File: src/rtl/dsb_tm_engine.sv
// Time-multiplexed discrete simulated-bifurcation solver: N_SPINS spins share one
// semi-implicit update datapath, with coupling forces fetched over a req/valid handshake.
module dsb_tm_engine #(
  parameter int N_SPINS  = 8,
  parameter int WIDTH    = 16,
  parameter int FRAC     = 8,
  parameter int DT_SHIFT = 2,
  parameter int STEPS    = 100,
  parameter logic [WIDTH-1:0] A_INC = WIDTH'(16'h0004),
  localparam int IW = (N_SPINS > 1) ? $clog2(N_SPINS) : 1
) (
  input  logic                    clk,
  input  logic                    rst,
  input  logic                    start,
  output logic                    busy,
  output logic                    done,
  output logic                    cf_req,
  output logic [IW-1:0]           cf_idx,
  input  logic                    cf_valid,
  input  logic signed [WIDTH-1:0] cf_data,
  output logic [N_SPINS-1:0]      sign_vec,
  output logic signed [WIDTH-1:0] a_t,
  input  logic [IW-1:0]           rd_idx,
  output logic signed [WIDTH-1:0] rd_x,
  output logic signed [WIDTH-1:0] rd_y
);

  localparam int EW = WIDTH + 2;
  localparam int SW = (STEPS > 1) ? $clog2(STEPS) : 1;
  localparam logic signed [WIDTH-1:0] ONE     = WIDTH'(1 << FRAC);
  localparam logic signed [WIDTH-1:0] NEG_ONE = -ONE;

  typedef enum logic [2:0] {IDLE, REQ, UPD, STEP_END, DONE} state_t;

  state_t                  state;
  logic signed [WIDTH-1:0] x_mem [N_SPINS];
  logic signed [WIDTH-1:0] y_mem [N_SPINS];
  logic [IW-1:0]           spin;
  logic [SW-1:0]           step;
  logic signed [WIDTH-1:0] h_reg;

  logic signed [WIDTH-1:0]   x_cur, y_cur, y_upd, x_upd, x_wr, y_wr, a_next;
  logic signed [WIDTH:0]     coef;
  logic signed [2*WIDTH-1:0] prod;
  logic signed [EW-1:0]      p_e, h_ext, x_ext, y_ext, diff_e, diff_sh;
  logic signed [EW-1:0]      y_sum, y_upd_ext, y_step, x_sum;
  logic [WIDTH:0]            a_sum;

  // Clamp a widened sum back into the signed WIDTH range.
  function automatic logic signed [WIDTH-1:0] sat(input logic signed [EW-1:0] v);
    if (v[EW-1:WIDTH-1] == {(EW-WIDTH+1){v[EW-1]}})
      return v[WIDTH-1:0];
    else if (v[EW-1])
      return {1'b1, {(WIDTH-1){1'b0}}};
    else
      return {1'b0, {(WIDTH-1){1'b1}}};
  endfunction

  // Shared update datapath; every shift goes through a signed variable so >>> floors.
  always_comb begin
    x_cur     = x_mem[spin];
    y_cur     = y_mem[spin];
    coef      = {1'b0, ONE} - {1'b0, a_t};
    prod      = {{(WIDTH-1){coef[WIDTH]}}, coef} * {{WIDTH{x_cur[WIDTH-1]}}, x_cur};
    p_e       = EW'(prod >>> FRAC);
    h_ext     = {{2{h_reg[WIDTH-1]}}, h_reg};
    x_ext     = {{2{x_cur[WIDTH-1]}}, x_cur};
    y_ext     = {{2{y_cur[WIDTH-1]}}, y_cur};
    diff_e    = h_ext - p_e;
    diff_sh   = diff_e >>> DT_SHIFT;
    y_sum     = y_ext + diff_sh;
    y_upd     = sat(y_sum);
    y_upd_ext = {{2{y_upd[WIDTH-1]}}, y_upd};
    y_step    = y_upd_ext >>> DT_SHIFT;
    x_sum     = x_ext + y_step;
    x_upd     = sat(x_sum);
    x_wr      = x_upd;
    y_wr      = y_upd;
    if (x_upd > ONE) begin
      x_wr = ONE;
      y_wr = '0;
    end else if (x_upd < NEG_ONE) begin
      x_wr = NEG_ONE;
      y_wr = '0;
    end
    a_sum  = {1'b0, a_t} + {1'b0, A_INC};
    a_next = (a_sum > {1'b0, ONE}) ? ONE : a_sum[WIDTH-1:0];
  end

  assign cf_idx = spin;

  always_ff @(posedge clk) begin
    if (rst) begin
      state    <= IDLE;
      busy     <= 1'b0;
      done     <= 1'b0;
      cf_req   <= 1'b0;
      spin     <= '0;
      step     <= '0;
      a_t      <= '0;
      sign_vec <= '0;
      h_reg    <= '0;
      for (int i = 0; i < N_SPINS; i++) begin
        x_mem[i] <= '0;
        y_mem[i] <= '0;
      end
    end else begin
      case (state)
        IDLE: begin
          if (start) begin
            spin     <= '0;
            step     <= '0;
            a_t      <= '0;
            sign_vec <= '0;
            for (int i = 0; i < N_SPINS; i++) begin
              x_mem[i] <= '0;
              y_mem[i] <= '0;
            end
            busy   <= 1'b1;
            cf_req <= 1'b1;
            state  <= REQ;
          end
        end
        REQ: begin
          if (cf_valid) begin
            h_reg  <= cf_data;
            cf_req <= 1'b0;
            state  <= UPD;
          end
        end
        UPD: begin
          x_mem[spin] <= x_wr;
          y_mem[spin] <= y_wr;
          if (spin == IW'(N_SPINS - 1)) begin
            state <= STEP_END;
          end else begin
            spin   <= spin + IW'(1);
            cf_req <= 1'b1;
            state  <= REQ;
          end
        end
        STEP_END: begin
          // Snapshot signs once per step so the network sees Jacobi-style states.
          for (int i = 0; i < N_SPINS; i++)
            sign_vec[i] <= x_mem[i][WIDTH-1];
          a_t  <= a_next;
          spin <= '0;
          if (step == SW'(STEPS - 1)) begin
            busy  <= 1'b0;
            done  <= 1'b1;
            state <= DONE;
          end else begin
            step   <= step + SW'(1);
            cf_req <= 1'b1;
            state  <= REQ;
          end
        end
        DONE: begin
          done  <= 1'b0;
          state <= IDLE;
        end
        default: state <= IDLE;
      endcase
    end
  end

  always_ff @(posedge clk) begin
    if (rst) begin
      rd_x <= '0;
      rd_y <= '0;
    end else if (int'(rd_idx) < N_SPINS) begin
      rd_x <= x_mem[rd_idx];
      rd_y <= y_mem[rd_idx];
    end else begin
      rd_x <= '0;
      rd_y <= '0;
    end
  end

endmodule

File: config.mk
export PLATFORM = sky130hd
export DESIGN_NAME = dsb_tm_engine
export DESIGN_NICKNAME = d
export VERILOG_FILES = /design/src/rtl/dsb_tm_engine.sv
export SDC_FILE = /design/constraint.sdc
export NUM_CORES = 1
export LEC_CHECK = 0
export ABC_CLOCK_PERIOD_IN_PS = 31200
export BUFFER_PORTS_ARGS = -buffer_cell sky130_fd_sc_hd__buf_2
export CORE_MARGIN = 2
export CORE_UTILIZATION = 50
export DETAILED_ROUTE_END_ITERATION = 12
export PLACE_DENSITY = 0.7
export SLEW_MARGIN = 20
export SYNTH_ARGS = -nofsm -noshare
export SYNTH_HDL_FRONTEND = slang
export SYNTH_SLANG_ARGS = --single-unit
export TNS_END_PERCENT = 100
File: constraint.sdc
create_clock -name clk -period 31.2 [get_ports clk]
set_input_delay 4.68 -clock clk [delete_from_list [all_inputs] [get_ports clk]]
set_output_delay 4.68 -clock clk [all_outputs]
set_load 0.03 [all_outputs]
==> impl_metrics.ini, run 1 <==
[critical_path]
reg2reg_slack_ns = 13.54
cpMaxStageDelayCell = xnor2_1
critical_path_class = reg2reg
worstSetupStartpointType = flip-flop
critical-path-top-delay-family = adder cells
slowest_delay_ns = 0.89
cp-end-kind = flip-flop
crit_fanout = 58
worstPathRequired_ns = 31.46
path_buf_inv = 8
r2r-start = a_t[2]$_SDFFE_PP0P_
r2r_end = y_mem[0][9]$_SDFFCE_PN0P_
arrival_ns = 17.92
reg2reg_depth = 59

[clock_network]
ctsResizeCount = 0
postCtsSetupBuffers = 0
clk_latency_ns = 0.58
cts_tree = yes
cts.sinks = 345
numCtsBuffers = 38
root_buffer = clkbuf_16
cts_buffer_depth = 3
htreeDepth = 2
clkTransAtPathRegs_ns = 0.06
hold_buffers = 0

[logic_synthesis]
yosysSeqAreaShare_pct = 35.45
synth-edff-count = 256
synth_cell_types = 77
syn_inst = 2434
syn_avg_cell_area_sq_um = 10.98
synth_area_sq_um = 26710
yosysWarnings = 0
ys_ff_latch = 345
ys.flop_type = edfxtp_1
async_flop_share_pct = 0

[grt]
grt_antenna_before_repair = 0
grt_pass1_vias = 20110
grt_use_met2_pct = 44.54
grt_use_met3_pct = 3.917
grt_start_max_net_pins = 90
grt.overflow.total = 0
grtUsageMet1_pct = 32.39
busiest_layer = met2
track_usage_pct = 25.70
grt_pass1_wl_mm = 110.9

[power_and_ir_drop]
powerDensity_nw_per_um2 = 78.92
ir_drop_uv = 158.8
p_leak_uw = 0.01192
p_total_uw = 2290

[sta]
fin_tns_setup_ns = 0
relSlewSlack_pct = 23.89
layout_min_cycle_time_ns = 17.66
post-route-period-util_pct = 56.61
clock_skew_ns = 0.03953
fmax_mhz = 56.62
finalHoldViolCount = 0
worst_slew_pin_slew_ns = 1.133
setup_violations = 0
rsz0062_at_grt = no
finalMaxSlewViolations = 0

[floorplan]
fp.dieW_um = 235.1
die-height_um = 235.1
rows = 84
die_area_sq_um = 55290
core_area_sq_um = 52660
start_util_pct = 50.73
io_pins = 85

[detailed_routing]
vias = 19100
drcViolationCount = 0
antenna_left = 0
first_pass_iters = 5
viasPerCell = 6.026
wire_per_inst_um = 22.20
drtIter0Drc = 1822
wl_mm = 70.36

[min_path]
whs_path_depth = 2
min_to = h_reg[7]$_SDFFE_PP0P_
worstHoldPathType = reg2reg
hp-start = h_reg[7]$_SDFFE_PP0P_

[final_layout]
fill_cells = 4447
reg.largest.list = x_mem (128), y_mem (128)
multi_input_area_sq_um = 15540
finalNetCount = 2805
post-route-util_pct = 55.12
stdcell_area_sq_um = 29020
drive_gt1_share_pct = 16.04
seq_area_sq_um = 9475
n_antenna_cell = 0
area_growth_pct = 8.646

[place]
place_congestion = 0.9009
io_buffers = 82
placed_area_sq_um = 27680
hpwl_mm = 49.78

[job]
drv_cap = 0

[outcome]
status = finished clean
## where the power goes
group / internal (uW) / switching, uW
Clock: 277 / 198
Sequential: 520 / 13.2
Combinational: 331 / 951
## how the worst max path moves through the flow
stage	startpoint	endpoint	slack (ns)	cells past startpoint
floorplan	flip-flop	x_mem[0][3]$_SDFFCE_PN0P_	15.81	67
global placement	a_t[2]$_SDFFE_PP0P_	x_mem[3][3]$_SDFFCE_PN0P_	14.20	59
detailed placement	a_t[2]$_SDFFE_PP0P_	x_mem[3][0]$_SDFFCE_PN0P_	13.80	59
CTS	a_t[2]$_SDFFE_PP0P_	x_mem[3][0]$_SDFFCE_PN0P_	13.74	59
global route	a_t[2]$_SDFFE_PP0P_	y_mem[0][11]$_SDFFCE_PN0P_	12.39	58
finish	a_t[2]$_SDFFE_PP0P_	y_mem[0][9]$_SDFFCE_PN0P_	13.54	59
## cells by family after synthesis
family	share of synthesized area [%]
compound gates	5.714
xor+xnor	3.325
fa+ha+maj	21.10
buf+inv	6.609
flops	35.45
mux	13.61
other cells	0.01404
simple gates	14.19
## worst min-delay path: cells and delay by family (launching register included)
kind,cells,cell delay [ns]
compound gates,1,0.05
flops,1,0.31
simple gates,1,0.05
## final cells by class
cell class | instances | share of cell area [%]
well taps | 688 | 2.966
inverters | 299 | 3.867
flip-flops and latches | 345 | 32.65
clock inverters | 20 | 0.7070
clock buffers | 50 | 3.901
multi-input cells | 1649 | 53.56
repair buffers | 118 | 2.354
## metrics by stage
stage                     worst slack [ns]  cells  hold slack [ns]
after floorplan                      15.81   2447           0.4363
after detailed placement             13.80   3099           0.4554
final                                13.54   3169           0.4603
after CTS                            13.74   3169           0.4655
after global routing                 12.39   3169           0.4791
after global placement               14.20   3099           0.4455
## synthesized netlist by cell type (6+ instances only)
library cell / count / area share [%]
inv_1: 295 / 4.1
edfxtp_1: 256 / 29
nor3_1: 223 / 4.2
fa_1: 199 / 15
nor2_1: 177 / 2.5
nand2_1: 168 / 2.4
ha_1: 132 / 6.2
mux4_2: 128 / 11
clkbuf_1: 100 / 1.4
dfxtp_1: 89 / 6.7
a21oi_1: 78 / 1.5
xnor2_1: 61 / 2.0
nor4_1: 52 / 1.2
mux2i_1: 47 / 1.8
and2_1: 38 / 0.89
buf_2: 37 / 0.69
xor2_1: 36 / 1.2
o21ai_0: 31 / 0.58
mux2_2: 25 / 1.1
a21o_1: 23 / 0.65
nor2b_1: 19 / 0.44
or2_2: 18 / 0.42
nand3_1: 16 / 0.30
and3_1: 15 / 0.35
o21a_1: 15 / 0.42
nand2b_1: 14 / 0.33
buf_1: 13 / 0.18
a21boi_2: 8 / 0.34
a22o_1: 8 / 0.26
or3_1: 7 / 0.16
o31a_1: 6 / 0.20
## cell usage in the layout (no fill, tap or decap), types with 6 or more instances in the layout
cell and count:
nor2_1 177, clkbuf_16 42, mux2i_1 47, o21a_1 15
a21boi_2 8, mux2_2 25, a22o_1 8, o31a_1 6
buf_4 37, nor2b_1 19, a21o_1 23, and3_1 15
nor4_1 52, and2_1 38, xor2_1 36, nand3_1 16
edfxtp_1 256, nor3_1 223, nand2_1 167, conb_1 14
or2_2 18, fa_1 199, inv_1 295, buf_2 81
or3_1 7, mux4_2 128, xnor2_1 61, o21ai_0 31
a21oi_1 77, clkinv_2 11, ha_1 131, dfxtp_1 86
nand2b_1 14
## metal layers
metal  wire, um  vias up
li1           -     8514
met1      27350     9634
met2      35350      791
met5          0        -
met3       4956      156
met4       2700        0
Power figures use the tool's default switching activity.
==> run 2, diff against run 1 <==
Settings changed: ABC_CLOCK_PERIOD_IN_PS 31200 to 14200, PLACE_DENSITY 0.7 to 0.73.
Clock period 31.2 ns to 14.2 ns, I/O delays scaled along.
==> run 2 against run 1 <==
Flip-flop and latch count did not move. Global-route usage rose by 1.3 points. Non-clock buffer count grew 125. Clock skew is 0.014 ns lower. Core utilization increased by 4.1 points. Count of clock-buffer cells in the layout up 3. Power grew to 2.7 times the previous value. Die area unchanged. First-iteration DRC count is 22% higher. Final cell count is 4.4% higher. Maximum frequency grew 28%. Clock power up 120%.
==> impl_metrics.ini, run 2 (same netlist as run 1, synthesis figures left out) <==
[detailed_routing]
routed-wl-met3_mm = 7.466
viasPerCell = 6.144
wl_met2_mm = 39.12
wl_met1_mm = 28.15
drtIter0Drc = 2231
top_layer_used = met4
drcViolationCount = 0
wl_mm = 78.60
wire_per_inst_um = 23.77
vias = 20320
first_pass_iters = 5
antenna_left = 0

[critical_path]
slowest_delay_ns = 0.55
crit_fanout = 11
r2r_end = y_mem[2][5]$_SDFFCE_PN0P_
reg2reg_slack_ns = 0.35
path_buf_inv = 14
reg2reg_depth = 62
cp-end-kind = flip-flop
crit_top_cell = inv_1
cpMaxStageDelayCell = fa_1
critical-path-top-delay-family = adder cells
arrival_ns = 14.23
worstSetupStartpointType = flip-flop
worstPathRequired_ns = 14.58
critical_path_class = reg2reg

[grt]
grt_start_max_net_pins = 125
grt_pass1_vias = 20620
grt.overflow.total = 0
grt_antenna_before_repair = 0
grt_pass1_wl_mm = 115.7
track_usage_pct = 26.99

[floorplan]
rows = 84
start_util_pct = 50.73
fp.dieW_um = 235.1
die-height_um = 235.1
io_pins = 85
core_area_sq_um = 52660
die_area_sq_um = 55290

[place]
dp_cells = 3183
place_congestion = 0.9607
hpwl_mm = 52.25
io_buffers = 82
placed_area_sq_um = 28430

[sta]
setup_violations = 0
clock_skew_ns = 0.02530
relSlewSlack_pct = 32.35
finalHoldViolCount = 0
fmax_mhz = 72.20
finalMaxSlewViolations = 0
post-route-period-util_pct = 97.53
worst_slew_pin_slew_ns = 1.015
layout_min_cycle_time_ns = 13.85

[clock_network]
htreeDepth = 2
cts_buffer_depth = 3
clkTransAtPathRegs_ns = 0.06
clk_latency_ns = 0.57
root_buffer = clkbuf_16
cts_tree = yes
numCtsBuffers = 38
hold_buffers = 0
cts.sinks = 345

[final_layout]
final_cell_mix = inv_1, edfxtp_1, nor3_1, fa_1, nor2_1
drive_gt1_share_pct = 24.89
final_common_cell = inv_1
n_antenna_cell = 0
stdcell_area_sq_um = 31180
fill_cells = 4135
fin_cells = 3307
reg.largest.list = x_mem (128), y_mem (128)
area_growth_pct = 16.71
finalNetCount = 2943

[job]
drv_cap = 0

[power_and_ir_drop]
powerDensity_nw_per_um2 = 198.3
p_leak_uw = 0.01284
p_total_uw = 6182
ir_drop_uv = 291.5

[min_path]
worstHoldPathType = reg2reg
hp-start = h_reg[12]$_SDFFE_PP0P_
min_to = h_reg[12]$_SDFFE_PP0P_
whs_path_depth = 2

[outcome]
status = finished clean
-- run 2: changes by cell type in the layout (fill, tap and decap cells not counted), moves of 17 or more --
cell,before,now
a21oi_1,77,60
buf_4,37,140
nor3_1,223,197
nor3_2,4,28
nor4_1,52,27
nor4_2,0,19
or2_4,0,19
-- run 2: worst max path at each step --
stage / end / cells past startpoint
final: y_mem[2][5]$_SDFFCE_PN0P_ / 62
after global routing: x_mem[2][1]$_SDFFCE_PN0P_ / 60
after CTS: y_mem[5][4]$_SDFFCE_PN0P_ / 57
after detailed placement: y_mem[4][1]$_SDFFCE_PN0P_ / 57
after global placement: x_mem[3][1]$_SDFFCE_PN0P_ / 57
after floorplan: x_mem[0][3]$_SDFFCE_PN0P_ / 66
-- run 2: where the power goes --
group          switching [uW]  internal [uW]  total, uW
registers                30.2           1140       1170
logic                    2630           1320       3960
clock network             432            621       1050
-- run 2: area by class of cell --
class	instances	area [sq um]	share of cell area, %
multi-input combinational	1662	16520	52.98
timing repair buffer	243	1847	5.923
sequential	345	9477	30.40
tap	688	860.8	2.761
clock buffer	53	1174	3.764
inverter	299	1125	3.608
clock inverter	17	177.7	0.5699
-- run 2: through the flow --
step	util, %	setup TNS [ns]	setup slack (ns)	hold WS (ns)
4_1_cts	56.58	-4.243	-0.08287	0.4650
3_5_place_dp	53.99	-0.1577	-0.02556	0.4569
3_3_place_gp	53.99	0	0.1441	0.4496
6_report	59.21	0	0.3503	0.4648
2_1_floorplan	-	0	0.01115	0.4363
5_1_grt	59.21	-24.00	-0.2328	0.4778
-- run 2: repair_timing --
action | in CTS | in global routing
setup endpoints to repair | 149 | 256
cloned | 0 | 15
resized for setup | 4 | 185
buffers inserted | 0 | 39
pin swaps | 0 | 58
-- run 2: per-layer routing --
metal	GRT usage [%]	vias to the layer above
met5	0	-
met4	10.40	0
met3	4.257	245
met2	46.64	1178
met1	34.16	10080
li1	-	8814
-- run 2: tightest hold or removal path: stages, from the launching register on --
cell     delay, ns
dfxtp_1       0.31
nand2_1       0.05
a21oi_1       0.05
